**config.mk**
```make
export PLATFORM = sky130hd
export DESIGN_NAME = pc_gen
export DESIGN_NICKNAME = d
export VERILOG_FILES = /design/src/rtl/pc_pkg.sv /design/src/rtl/pc_gen_branch_cmp.sv /design/src/rtl/pc_gen.sv
export SDC_FILE = /design/constraint.sdc
export NUM_CORES = 1
export LEC_CHECK = 0
export ABC_AREA = 1
export CORE_ASPECT_RATIO = 1.2
export CORE_UTILIZATION = 33
export DETAILED_ROUTE_END_ITERATION = 16
export PLACE_DENSITY = 0.57
export SYNTH_ARGS = -nofsm -noshare
export SYNTH_HDL_FRONTEND = slang
export SYNTH_HIERARCHICAL = 1
export SYNTH_SLANG_ARGS = --single-unit
export TNS_END_PERCENT = 5
```
**constraint.sdc**
```tcl
create_clock -name clk -period 3.1 [get_ports clk]
set_input_delay 0.62 -clock clk [delete_from_list [all_inputs] [get_ports clk]]
set_output_delay 0.62 -clock clk [all_outputs]
set_load 0.02 [all_outputs]
```
**src/rtl/pc_pkg.sv**
```systemverilog
// Shared types and constants for the program-counter unit.
package pc_pkg;

   // EX-stage control-transfer kind
   typedef enum logic [1:0] {
      PC_OP_NONE   = 2'd0,
      PC_OP_BRANCH = 2'd1,
      PC_OP_JAL    = 2'd2,
      PC_OP_JALR   = 2'd3
   } pc_op_t;

   // Branch-condition encodings carried on funct3
   localparam logic [2:0] F3_BEQ  = 3'b000;
   localparam logic [2:0] F3_BNE  = 3'b001;
   localparam logic [2:0] F3_BLT  = 3'b100;
   localparam logic [2:0] F3_BGE  = 3'b101;
   localparam logic [2:0] F3_BLTU = 3'b110;
   localparam logic [2:0] F3_BGEU = 3'b111;

   // Default trap vector
   localparam logic [31:0] TRAP_VEC_DEFAULT = 32'h0000_0040;

endpackage

```
**src/rtl/pc_gen_branch_cmp.sv**
```systemverilog
// Combinational branch-condition evaluator: compares two operands under funct3.
module branch_cmp
   import pc_pkg::*;
#(
   parameter int unsigned XLEN = 32
) (
   input  logic [XLEN-1:0] rs1,
   input  logic [XLEN-1:0] rs2,
   input  logic [2:0]      funct3,
   output logic            cond
);

   logic eq_s;
   logic lt_s;
   logic ltu_s;

   assign eq_s  = (rs1 == rs2);
   assign lt_s  = ($signed(rs1) < $signed(rs2));
   assign ltu_s = (rs1 < rs2);

   // Select the condition; reserved encodings resolve to not-taken
   always_comb begin
      cond = 1'b0;
      case (funct3)
         F3_BEQ:  cond = eq_s;
         F3_BNE:  cond = ~eq_s;
         F3_BLT:  cond = lt_s;
         F3_BGE:  cond = ~lt_s;
         F3_BLTU: cond = ltu_s;
         F3_BGEU: cond = ~ltu_s;
         default: cond = 1'b0;
      endcase
   end

endmodule

```
**src/rtl/pc_gen.sv**
```systemverilog
// Program-counter unit: PC register, next-PC priority mux, and a one-entry
// pending-redirect register that holds a target resolved during a stall.
module pc_gen
   import pc_pkg::*;
#(
   parameter int unsigned     XLEN      = 32,
   parameter int unsigned     PC_STEP   = 1,
   parameter int unsigned     IMM_SHIFT = 1,
   parameter logic [XLEN-1:0] RESET_PC  = {XLEN{1'b0}},
   parameter logic [XLEN-1:0] TRAP_VEC  = XLEN'(TRAP_VEC_DEFAULT)
) (
   input  logic            clk,
   input  logic            rst_n,
   input  logic            stall_i,
   input  logic            trap_i,
   input  logic            ex_valid_i,
   input  logic [1:0]      ex_op_i,
   input  logic [2:0]      ex_funct3_i,
   input  logic [XLEN-1:0] ex_pc_i,
   input  logic [XLEN-1:0] ex_rs1_i,
   input  logic [XLEN-1:0] ex_rs2_i,
   input  logic [XLEN-1:0] ex_imm_i,
   output logic [XLEN-1:0] pc_o,
   output logic            redirect_o,
   output logic            taken_o,
   output logic [XLEN-1:0] link_o
);

   localparam logic [XLEN-1:0] STEP = XLEN'(PC_STEP);

   pc_op_t          op_s;
   logic            cond_s;
   logic            taken_s;
   logic [XLEN-1:0] offset_s;
   logic [XLEN-1:0] target_s;

   logic [XLEN-1:0] pc_r;
   logic            pend_valid_r;
   logic [XLEN-1:0] pend_pc_r;

   logic [XLEN-1:0] pc_nxt_s;
   logic            pend_valid_nxt_s;
   logic [XLEN-1:0] pend_pc_nxt_s;

   assign op_s = pc_op_t'(ex_op_i);

   branch_cmp #(.XLEN(XLEN)) u_cmp (
      .rs1    (ex_rs1_i),
      .rs2    (ex_rs2_i),
      .funct3 (ex_funct3_i),
      .cond   (cond_s)
   );

   // Immediates are pre-scaled for the word-indexed instruction memory
   assign offset_s = XLEN'($signed(ex_imm_i) >>> IMM_SHIFT);

   // Target base: rs1 for JALR, the EX instruction's own PC otherwise
   always_comb begin
      if (op_s == PC_OP_JALR) begin
         target_s = ex_rs1_i + offset_s;
      end else begin
         target_s = ex_pc_i + offset_s;
      end
   end

   // A pending redirect makes everything in EX wrong-path, so it cannot redirect
   always_comb begin
      taken_s = 1'b0;
      if (ex_valid_i && !pend_valid_r) begin
         case (op_s)
            PC_OP_BRANCH: taken_s = cond_s;
            PC_OP_JAL:    taken_s = 1'b1;
            PC_OP_JALR:   taken_s = 1'b1;
            default:      taken_s = 1'b0;
         endcase
      end else begin
         taken_s = 1'b0;
      end
   end

   assign taken_o    = taken_s;
   assign redirect_o = taken_s | trap_i;
   assign link_o     = ex_pc_i + STEP;
   assign pc_o       = pc_r;

   // Next-PC priority: trap, pending release, live redirect, deferred redirect, stall, step
   always_comb begin
      pc_nxt_s         = pc_r;
      pend_valid_nxt_s = pend_valid_r;
      pend_pc_nxt_s    = pend_pc_r;
      if (trap_i) begin
         pc_nxt_s         = TRAP_VEC;
         pend_valid_nxt_s = 1'b0;
      end else if (pend_valid_r && !stall_i) begin
         pc_nxt_s         = pend_pc_r;
         pend_valid_nxt_s = 1'b0;
      end else if (taken_s && !stall_i) begin
         pc_nxt_s = target_s;
      end else if (taken_s && stall_i) begin
         pend_pc_nxt_s    = target_s;
         pend_valid_nxt_s = 1'b1;
      end else if (stall_i) begin
         pc_nxt_s = pc_r;
      end else begin
         pc_nxt_s = pc_r + STEP;
      end
   end

   // PC and pending-redirect state
   always_ff @(posedge clk or negedge rst_n) begin
      if (!rst_n) begin
         pc_r         <= RESET_PC;
         pend_valid_r <= 1'b0;
         pend_pc_r    <= {XLEN{1'b0}};
      end else begin
         pc_r         <= pc_nxt_s;
         pend_valid_r <= pend_valid_nxt_s;
         pend_pc_r    <= pend_pc_nxt_s;
      end
   end

endmodule

```
## After elaboration in Yosys (flattened, before gate mapping)

Index checks and enable logic that the tools add are counted.

- Register bits after elaboration: 65
- Bits of input ports: 138

- Bitwise gates (word level): 7
- Reduce and logical (&&, ||, !) cells: 12
- Mux-type cells: 13
- Add/sub/neg operators: 4
- Eq/ne operators: 12
- Order comparisons: 2

Operator list:

| kind | number |
|---|---|
| 2-to-1 mux 32 bit | 6 |
| adder 32 x 1 -> 32 bit, second input constant | 2 |
| adder 32 bit | 2 |
| less-than comparator 32 bit | 2 |
| == test 32 bit | 1 |
| == test 3 bit, second input constant | 4 |
| inverter 1 bit | 6 |
| one-hot mux 1 bit (6 select lines) | 1 |
| 2-to-1 mux 1 bit | 5 |
| == test 2 bit, second input constant | 2 |
| logical AND 1 bit | 4 |
| != test 4 x 1 -> 1 bit, second input constant | 1 |
| != test 4 bit, second input constant | 1 |
| AND reduction 2 bit | 2 |
| AND reduction 4 bit | 1 |
| == test 3 x 1 -> 1 bit, second input constant | 1 |
| zero test 3 bit | 1 |
| != test 3 bit, second input constant | 1 |
| nonzero test 3 bit | 1 |
| == test 2 x 1 -> 1 bit, second input constant | 1 |
| zero test 1 bit | 2 |
| one-hot mux 1 bit (2 select lines) | 1 |
| OR reduction 2 bit | 1 |
| OR 1 bit | 1 |

## Longest topological paths before layout

- Depth in word-level cells: 10
- Mapped depth: 28
- Depth with buffers taken out: 27

## Modules after synthesis

Netlist, hierarchy kept.

By module, submodules not included:

| module | cells an instance | area an instance (sq um) | times used | seq. area each (sq um) |
|---|---|---|---|---|
| pc_gen | 1178 | 7236.9 | 1 | 1626.6 |
| branch_cmp | 169 | 991.0 | 1 | 0.0 |

## Worst setup path before layout

OpenSTA, ideal clock, no wires.

- Path kind: input -> register
- Start point: in ex_op_i[0]
- End point: reg pc_r[18], in the netlist pc_o[18]
- Library setup time: 0.117 ns
- Arrival: 2.991 ns
- Path buffers: 2
- Stages: 20
- Path slack: -0.008 ns
- Cell sequence: nand2_1 > clkbuf_1 > clkbuf_1 > nor2_1 > a21oi_1 > ha_1 > inv_1 > fa_1 > o21ai_2 > nand2_1 > nand2_1 > nand2_1 > nand2_1 > nand2_1 > nand2_1 > nand2_1 > nand3_1 > nand2_1 > nand2_1 > nand2_1

- Word-level cells in the longest chain between the ends: 8
- Elaborated cells between the ends (all ways): 15
- Those cells by class: eq/ne (5); mux (6); reduce/logical (4)

Ends and longest elaborated chain:

| item | RTL line | RTL |
|---|---|---|
| from (decl) | pc_gen.sv:17 | `input logic [1:0] ex_op_i,` |
| == test 2 bit, on equally long branches | pc_gen.sv:59, pc_gen.sv:70 |  |
| OR reduction 2 bit (no line) | - |  |
| one-hot mux 1 bit (2 select lines) | pc_gen.sv:70 | `case (op_s)` |
| 2-to-1 mux 1 bit | pc_gen.sv:69 | `if (ex_valid_i && !pend_valid_r) begin` |
| logical AND 1 bit | pc_gen.sv:97 | `end else if (taken_s && !stall_i) begin` |
| 2-to-1 mux 32 bit | pc_gen.sv:97 |  |
| 2-to-1 mux 32 bit | pc_gen.sv:94 | `end else if (pend_valid_r && !stall_i) begin` |
| 2-to-1 mux 32 bit | pc_gen.sv:91 | `if (trap_i) begin` |
| to (signal assigned) | pc_gen.sv:116 | `pc_r <= pc_nxt_s;` |
| to (decl) | pc_gen.sv:37 | `logic [XLEN-1:0] pc_r;` |

Parallel ways exist; a longest one is shown, timed or not.
A chain may end at the register's enable or synchronous reset.

## Final worst setup path

- Start point: in ex_rs1_i[29]
- End point: out redirect_o

- Word-level cells in the longest chain between the ends: 6
- Elaborated cells between the ends (all ways): 10
- Those cells by class: order compare (2); eq/ne (1); mux (3); bitwise (4)

Ends and longest elaborated chain:

| item | RTL line | RTL |
|---|---|---|
| from (decl) | pc_gen.sv:20 | `input logic [XLEN-1:0] ex_rs1_i,` |
| less-than comparator 32 bit, or another cell as far along | pc_gen_branch_cmp.sv:19 | `assign ltu_s = (rs1 < rs2);` |
| inverter 1 bit, on equally long branches | pc_gen_branch_cmp.sv:30, pc_gen_branch_cmp.sv:26, pc_gen_branch_cmp.sv:28 |  |
| one-hot mux 1 bit (6 select lines) * | pc_gen_branch_cmp.sv:24 | `case (funct3)` |
| net cond_s | pc_gen.sv:32 | `logic cond_s;` |
| one-hot mux 1 bit (2 select lines) * | pc_gen.sv:70 |  |
| 2-to-1 mux 1 bit * | pc_gen.sv:69 |  |
| OR 1 bit * | pc_gen.sv:82 | `assign redirect_o = taken_s \| trap_i;` |
| to (decl) | pc_gen.sv:24 | `output logic redirect_o,` |

The timed path passes the listed nets; every way through them passes the cells marked *.

==> out/qor.csv <==
stage,metric,value,unit
run,maxcap violations,0,
power_and_ir_drop,Peak VDD IR,0.226,mV
sta,Max Freq,0.303,GHz
grt,GRT met1 Usage,0.280,
detailed_routing,drt first pass iters,7,
synthesis,Netlist Area Pre-Place,8230,um2
synthesis,post-synthesis sequential area ratio,0.198,
outcome,failing checks,negative setup slack,
power_and_ir_drop,power density over the cells,316,nW/um2
grt,antenna violations before repair,0,
detailed_routing,aggregate routed wire length,30200,um
power_and_ir_drop,P_leak,6.54,nW
grt,All-Layer GR Usage,0.235,
outcome,status,finished with violations,
sta,final worst-path cycle share,1.07,
worst_setup_path,worst-path maximum fanout,3,
clock_network,clock root buffer,clkbuf_16,
finish,synth-to-layout area growth,57.9,%
detailed_routing,WL/cell,14.7,um
grt,GRT Residual Overflow,0,
grt,GR Layer Usage met3,0.0462,
placement,Cells after DPL,2037,
grt,met2 Track Usage GR,0.421,
grt,largest net degree at the start of global routing,49,
sta,RSZ-0062 raised after global routing,yes,
die,Initial Utilization,0.340,
die,num ports,204,
clock_network,H-tree Lvls,3,
clock_network,clk_lat worst skew,0.33,ns
placement,DP Worst Slack,-1.13,ns
sta,Worst-Margin Slew,0.684,ns
finish,Post-Layout Inst Area,13000,um2
clock_network,CTS tree,yes,
die,chip height,175,um
clock_network,Num CTS Buffers,9,
worst_setup_path,Worst R2R Setup Slack,0.81,ns
min_path,HP Class,in2async,
worst_setup_path,WP data arrival,2.69,ns
grt,layer with the highest usage,met2,
sta,Final setup viols,18,
finish,share of layout cells above drive strength 1,0.297,
synthesis,post-synthesis cell count,1347,
detailed_routing,post-detailed-route count of antenna-violating nets,0,
placement,Post-DP Area,12000,um2
detailed_routing,1st-iter DRT viols,508,
sta,Slew headroom,0.541,
sta,setup ws final,-0.206,ns
die,Core Rows,62,
finish,nets@finish,1941,
clock_network,Clock transition at path regs,0.06,ns
synthesis,Synth Register Bits,65,
synthesis,Post-Syn Area per Cell,6.11,um2
finish,ANT cells,0,
worst_setup_path,critical path type,in2out,
worst_setup_path,Worst Path Required,2.48,ns
synthesis,syn nets,1554,
sta,Clock Skews,0.00817,ns
sta,setup TNS,-1.08,ns
die,DIE AREA,25600,um2
synthesis,Synth Warn #,6,
clock_network,CTS Buffer Depth,2,
placement,IO Port Bufs,202,
sta,minimum clock period,3.31,ns
detailed_routing,via count,9843,
die,core area,24200,um2
placement,Final Wtd Congestion,0.993,
detailed_routing,Via density,4.78,
clock_network,CTS sink cnt,65,
worst_setup_path,CP endpoint kind,output port,
detailed_routing,# DRC,0,
grt,vias in the first global route,9845,
die,Die Wd,146,um
sta,Pins Over Slew Limit,0,
finish,Post-Layout Cell Count,2058,
worst_setup_path,CP Launch Type,input pin,
sta,Fin. Hold Viols,0,
synthesis,Synth cell types,49,
grt,first-pass GRT wire length,48300,um
placement,DP HPWL,24600,um
[timing repair]
item,CTS,global route
resized for setup,398,108
setup buffers,7,1
endpoints found under the setup margin,89,75
hold buffers,0,0
pin swaps,93,48
[flip-flops by register name, indices dropped and copies added (netlist names)]
register,flops
pend_valid_r,1
pc_o,32
pend_pc_r,32
[layout by cell type (no fill, tap or decap), types with 5 or more instances in the layout]
master,instances
ha_1,27
nand3_2,10
inv_1,170
buf_2,43
clkbuf_2,17
nor2_4,12
inv_2,35
nor3_2,7
a21oi_1,47
xnor2_1,13
dfrtp_1,65
buf_4,196
nand4_1,19
xor2_1,36
o21ai_1,10
nand2_1,392
a21oi_2,18
nand2_4,7
buf_12,5
o21a_1,6
o21ai_0,55
nand2_2,36
clkdlybuf4s50_1,104
mux2_2,16
nand3_1,97
nor2_1,102
nand3b_1,6
ha_4,37
dlygate4sd2_1,16
clkbuf_16,9
nor3_1,21
buf_6,14
nor2_2,14
o21bai_1,9
[per-layer routing]
layer | part of all wire | vias to the layer above
li1 | - | 5096
met1 | 0.43 | 4422
met2 | 0.49 | 274
met3 | 0.057 | 51
met4 | 0.025 | 0
met5 | 0 | -
[stage by stage]
step	power, mW	hold WS (ns)	util
4_1_cts	4.04	0.336	0.530
2_1_floorplan	1.99	0.324	-
5_1_grt	4.37	0.356	0.537
6_report	4.10	0.312	0.537
3_5_place_dp	2.86	0.455	0.498
3_3_place_gp	2.83	0.454	0.498
[cell usage after synthesis (all sizes together)]
| library cell | count | area, um2 |
|---|---|---|
| a31oi | 2 | 12.5 |
| a22oi | 1 | 7.51 |
| nand4 | 21 | 144 |
| xnor2 | 15 | 131 |
| fa | 1 | 20.0 |
| nand2 | 435 | 1650 |
| xor2 | 37 | 324 |
| ha | 68 | 851 |
| o221ai | 1 | 8.76 |
| a211oi | 2 | 15.0 |
| nor2 | 128 | 553 |
| nor3b | 3 | 27.5 |
| nand3 | 107 | 561 |
| nor4 | 5 | 52.6 |
| o32ai | 1 | 8.76 |
| a21oi | 67 | 339 |
| o22ai | 4 | 25.0 |
| dfrtp | 65 | 1630 |
| buf | 13 | 63.8 |
| mux2 | 16 | 180 |
| o21ai | 67 | 339 |
| o31ai | 1 | 7.51 |
| or2 | 5 | 31.3 |
| nand3b | 6 | 45.0 |
| inv | 207 | 777 |
| nor3 | 30 | 193 |
| clkbuf | 15 | 57.6 |
| o21a | 7 | 53.8 |
| a21o | 4 | 30.0 |
| o21bai | 9 | 67.6 |
| o211ai | 4 | 30.0 |
[critical path: stages]
cell	delay, ns
buf_2	0.12
ha_4	0.28
nand2_4	0.06
nor2_4	0.12
nand2_2	0.09
nor3b_2	0.25
nand2_2	0.09
nand2_2	0.08
nor2_1	0.04
nor2_1	0.12
nand3_2	0.08
a21o_1	0.23
nand3_2	0.09
inv_2	0.04
or2_4	0.22
buf_6	0.13
[area by class of cell]
type | count | area (um2)
well taps | 320 | 400
inverters | 207 | 782
flip-flops and latches | 65 | 1630
multi-input cells | 1047 | 6550
fillers | 2433 | 11200
clock buffers | 12 | 246
clock inverters | 3 | 65.1
repair buffers | 404 | 3320
[worst paths after layout]
path                                     from            end  cells past startpoint
worst max register to register        pc_o[6]       pc_o[26]                      9
worst min register to register  pend_pc_r[19]  pend_pc_r[19]                      2
worst min-delay path                    rst_n        pc_o[1]                      1
min in group clk                pend_pc_r[19]  pend_pc_r[19]                      2
max in group asynchronous               rst_n  pend_pc_r[24]                      2
worst max-delay path             ex_rs1_i[29]     redirect_o                     16
[kinds of logic after synthesis]
family | Yosys count | share of synthesized area
simple gates | 740 | 0.395
flops | 65 | 0.198
compound gates | 170 | 0.115
mux | 16 | 0.0219
buf+inv | 235 | 0.109
xor+xnor | 52 | 0.0554
fa+ha+maj | 69 | 0.106
[report_power, final]
part           leakage (nW)  internal, mW  switching, mW
Clock                 0.153         0.721          0.372
Combinational          5.54         0.915          0.989
Sequential            0.844          1.00          0.102
No activity file was read; power rests on OpenSTA's default activity.
